[src/rtl/tug_referee.sv]
// Tug-of-war referee: countdown, rope play and result hold, driven by a slow
// tick enable and two debounced push pulses. All outputs are registered.
module tug_referee #(
  parameter int START_TICKS = 4,
  parameter int HOLD_TICKS  = 8
) (
  input  logic       clk,
  input  logic       rst,
  input  logic       slowen256,
  input  logic       leftp,
  input  logic       rightp,
  output logic [6:0] pos_leds,
  output logic       over,
  output logic       winright,
  output logic       playing,
  output logic [3:0] left_wins,
  output logic [3:0] right_wins
);

  typedef enum logic [1:0] {
    S_IDLE = 2'd0,
    S_PLAY = 2'd1,
    S_OVER = 2'd2
  } state_e;

  localparam logic [3:0] POS_CENTRE = 4'd4;
  localparam logic [3:0] POS_RIGHT  = 4'd0;
  localparam logic [3:0] POS_LEFT   = 4'd8;
  localparam logic [7:0] START_LAST = 8'(START_TICKS);
  localparam logic [7:0] HOLD_LAST  = 8'(HOLD_TICKS);

  state_e     state_q, state_d;
  logic [7:0] cnt_q, cnt_d;
  logic [3:0] pos_q, pos_d;
  logic [6:0] leds_q, leds_d;
  logic       over_q, over_d;
  logic       winright_q, winright_d;
  logic       playing_q, playing_d;
  logic [3:0] left_wins_q, left_wins_d;
  logic [3:0] right_wins_q, right_wins_d;

  logic       one_push;
  logic       win_evt;
  logic       win_is_right;

  assign one_push = leftp ^ rightp;

  // State and output registers; rst takes priority over every input.
  // NOTE: sequential state uses <= so all flops sample pre-edge values together.
  always_ff @(posedge clk) begin
    if (rst) begin
      state_q      <= S_IDLE;
      cnt_q        <= '0;
      pos_q        <= POS_CENTRE;
      leds_q       <= 7'b0001000;
      over_q       <= 1'b0;
      winright_q   <= 1'b0;
      playing_q    <= 1'b0;
      left_wins_q  <= '0;
      right_wins_q <= '0;
    end else begin
      state_q      <= state_d;
      cnt_q        <= cnt_d;
      pos_q        <= pos_d;
      leds_q       <= leds_d;
      over_q       <= over_d;
      winright_q   <= winright_d;
      playing_q    <= playing_d;
      left_wins_q  <= left_wins_d;
      right_wins_q <= right_wins_d;
    end
  end

  // Next state, tick counter and rope position.
  // NOTE: every always_comb output gets a default first, so no latch is inferred.
  always_comb begin
    state_d = state_q;
    cnt_d   = cnt_q;
    pos_d   = pos_q;
    unique case (state_q)
      S_IDLE: begin
        if (one_push) begin
          state_d = S_OVER;
          cnt_d   = '0;
        end else if (leftp && rightp) begin
          cnt_d = '0;
        end else if (slowen256) begin
          if (cnt_q + 8'd1 == START_LAST) begin
            state_d = S_PLAY;
            cnt_d   = '0;
          end else begin
            cnt_d = cnt_q + 8'd1;
          end
        end
      end
      S_PLAY: begin
        if (leftp && !rightp)      pos_d = pos_q + 4'd1;
        else if (rightp && !leftp) pos_d = pos_q - 4'd1;
        if (pos_d == POS_RIGHT || pos_d == POS_LEFT) begin
          state_d = S_OVER;
          cnt_d   = '0;
        end
      end
      S_OVER: begin
        if (slowen256) begin
          if (cnt_q + 8'd1 == HOLD_LAST) begin
            state_d = S_IDLE;
            cnt_d   = '0;
            pos_d   = POS_CENTRE;
          end else begin
            cnt_d = cnt_q + 8'd1;
          end
        end
      end
      default: begin
        state_d = S_IDLE;
        cnt_d   = '0;
        pos_d   = POS_CENTRE;
      end
    endcase
  end

  // Output values for the next edge, derived from the next state.
  always_comb begin
    win_evt      = (state_q == S_IDLE || state_q == S_PLAY) && (state_d == S_OVER);
    win_is_right = (state_q == S_IDLE) ? leftp : (pos_d == POS_RIGHT);
    winright_d   = win_evt ? win_is_right : winright_q;
    left_wins_d  = left_wins_q;
    right_wins_d = right_wins_q;
    if (win_evt && win_is_right && right_wins_q != 4'hF) right_wins_d = right_wins_q + 4'd1;
    if (win_evt && !win_is_right && left_wins_q != 4'hF) left_wins_d  = left_wins_q + 4'd1;
    over_d    = (state_d == S_OVER);
    playing_d = (state_d == S_PLAY);
    leds_d    = (pos_d >= 4'd1 && pos_d <= 4'd7) ? (7'd1 << (pos_d - 4'd1)) : 7'd0;
  end

  assign pos_leds   = leds_q;
  assign over       = over_q;
  assign winright   = winright_q;
  assign playing    = playing_q;
  assign left_wins  = left_wins_q;
  assign right_wins = right_wins_q;

endmodule

[config.mk]
export PLATFORM = sky130hd
export DESIGN_NAME = tug_referee
export DESIGN_NICKNAME = d
export VERILOG_FILES = /design/src/rtl/tug_referee.sv
export SDC_FILE = /design/constraint.sdc
export NUM_CORES = 1
export LEC_CHECK = 0
export CORE_AREA = 2 2 76 60
export CTS_CLUSTER_DIAMETER = 50
export DETAILED_ROUTE_END_ITERATION = 7
export DIE_AREA = 0 0 78 62
export PLACE_DENSITY = 0.74
export SETUP_SLACK_MARGIN = 0.5
export SKIP_LAST_GASP = 1
export SLEW_MARGIN = 30
export SYNTH_ARGS = -nofsm -noshare
export SYNTH_HDL_FRONTEND = slang
export SYNTH_SLANG_ARGS = --single-unit
[constraint.sdc]
create_clock -name clk -period 2.9 [get_ports clk]
set_input_delay 0.58 -clock clk [delete_from_list [all_inputs] [get_ports clk]]
set_output_delay 0.58 -clock clk [all_outputs]
set_load 0.02 [all_outputs]
==> impl_metrics.json <==
{
  "clockBufferDepth": 2,
  "io_pins": 23,
  "synth-warning-count": 0,
  "fp.dieH_um": 62,
  "synth_edf_count": 0,
  "crit_path_start_kind": "input port",
  "start_util_pct": 46.5,
  "final_antenna_net_count": 0,
  "die_area_sq_um": 4840,
  "drive_above_1_share_pct": 26.9,
  "stdcell_area_sq_um": 2740,
  "vias": 1996,
  "cts_sinks": 32,
  "cp.arrival_ps": 2740,
  "clock_latency_ps": 280,
  "drcViolationCount": 0,
  "numCtsBuffers": 5,
  "synth-seq-cells": 32,
  "cp_slowest_cell": "or4b_4",
  "dp_hpwl_mm": 3.44,
  "grt_pass1_wl_mm": 8.07,
  "setup.worst_path.end_class": "flop",
  "cp.required_ps": 3070,
  "avgSynthCellArea_sq_um": 8.05,
  "hold_path.class": "flop to flop",
  "antenna_found_initial": 0,
  "ys.flop_type": "dfxtp_1",
  "fin_crit_sh_pct": 88.4,
  "dpl_cell_area_sq_um": 2430,
  "cp_cell_sequence": "buf_6 -> buf_8 -> ha_4 -> or4b_4 -> o311ai_4 -> a211oi_2 -> nor2b_4 -> o22a_4 -> or4b_1 -> o211a_1",
  "final_common_cell": "buf_4",
  "outcome": "completed",
  "grt_pass1_vias": 1737,
  "tightest_slew_ps": 546,
  "layout.nets": 309,
  "syn-cell-area_sq_um": 1960,
  "fmax_mhz": 390,
  "num_rows": 21,
  "gp_congestion": 0.917,
  "synthesis.nets": 256,
  "synth.yosys.seq_area_share_pct": 32.7,
  "power.leakage_nw": 1.06,
  "skew_ps": 2.00,
  "cap_violations": 0,
  "routed_via_density": 5.64,
  "cts-hold-fix-buffers": 0,
  "async_reset_ff_share_pct": 0,
  "dr.pass1.iters": 4,
  "drt-initial-drc-count": 152,
  "total_power_w": 0.000983,
  "root_buffer": "clkbuf_8",
  "areaGrowthSynthToFinish_pct": 39.8,
  "ir_worst_vdd_mv": 0.230,
  "grt_usage_pct": 21.2,
  "cpPeakStageDelay_ps": 560,
  "path_max_fanout": 5,
  "hold_violations": 0,
  "crit_type": "input port to flop",
  "setup_viol": 0,
  "path_clk_slew_ps": 70,
  "synthCells": 243,
  "port_buffers": 22,
  "wire_per_inst_um": 14.0,
  "synth_cell_types": 60,
  "grt_start_max_net_pins": 14,
  "die_w_um": 78,
  "relSlewSlack_pct": 63.5,
  "core_area_sq_um": 4200,
  "final_cell_mix": "buf_4 (30), dfxtp_1 (29), nor2_1 (27)",
  "drv_slew": 0,
  "rsz0062_at_grt": "yes",
  "wirelength_mm": 4.96,
  "cts_tree": "built",
  "min_period_ps": 2560,
  "htreeDepth": 2,
  "power_density_nw_per_um2": 360,
  "overflow": 0,
  "n_antenna_cell": 0
}
-- cells by family after synthesis --
| family | share of synthesized area [%] |
|---|---|
| AO/OA/AOI/OAI | 24.4 |
| XOR/XNOR | 0.895 |
| adder cells (fa/ha/maj) | 5.12 |
| buffers and inverters | 4.99 |
| flip-flops | 32.7 |
| multiplexers | 2.17 |
| AND/OR/NAND/NOR | 29.7 |
-- worst max-delay path, delay by kind of cell --
kind	cells	cell delay, ps
compound gates	4	560
fa+ha+maj	1	170
buf+inv	2	220
simple gates	3	1200
-- final timing paths --
check | cells after the start | startpoint | endpoint | slack (ps)
max reg2reg | 9 | pos_q[1] | left_wins[2] | 400
min | 2 | winright | winright | 500
min reg2reg | 2 | winright | winright | 500
max | 10 | rightp | left_wins[2] | 340
-- layer usage --
layer	GRT usage [%]	part of all wire [%]
met1	29.7	48
met2	33.3	45
met3	4.77	5.0
met4	6.27	1.7
met5	0	0
-- registers in the layout, indices dropped and copies added (netlist names) --
name,count
cnt_q,8
left_wins,4
over,1
playing,1
pos_leds,7
pos_q,4
right_wins,4
state_q,2
winright,1
-- report_power, final --
part           internal [W]  leakage, nW  switching [W]
combinational     0.0000790        0.752      0.0000871
sequential         0.000450        0.261      0.0000139
clock              0.000189       0.0510       0.000164
total              0.000718         1.06       0.000265
-- layout make-up --
cell class                      instances  area, sq um
Fill cell                             357         1470
Multi-Input combinational cell        188         1360
Sequential cell                        32          644
Timing Repair Buffer                   57          508
Clock buffer                            6         82.6
Tap cell                               57         71.3
Inverter                               12         57.6
Clock inverter                          2         10.0
-- per-stage QoR --
stage	setup WS (ps)	TNS, ps	utilization (%)	instances	hold WS (ps)
3_5_place_dp	-417	-3400	57.7	335	487
6_report	335	0	65.1	354	497
5_1_grt	274	0	65.1	354	550
4_1_cts	376	0	63.2	351	499
2_1_floorplan	220	0	-	243	470
3_3_place_gp	-385	-2660	57.7	335	482
-- synth_stat cells, types with 4 or more instances --
| cell type | count | area share [%] |
|---|---|---|
| or3_1 | 4 | 1.3 |
| nand3_1 | 5 | 1.3 |
| ha_1 | 8 | 5.1 |
| nand2_1 | 21 | 4.0 |
| dfxtp_1 | 32 | 33 |
| inv_1 | 12 | 2.3 |
| o21ai_0 | 7 | 1.8 |
| and3_1 | 4 | 1.3 |
| nor2_1 | 28 | 5.4 |
| a21oi_1 | 19 | 4.9 |
| nor2b_1 | 4 | 1.3 |
| clkbuf_1 | 7 | 1.3 |
| o211ai_1 | 4 | 1.5 |
| nand2b_1 | 5 | 1.6 |
| nor3_1 | 7 | 1.8 |
-- repair_timing --
action,4_1_cts,5_1_grt
hold endpoints to repair,0,0
endpoints found under the setup margin,28,18
gates resized for setup,28,14
buffers inserted,8,3
pin swaps,15,5
Note: power is estimated with default switching activity, not from simulation.
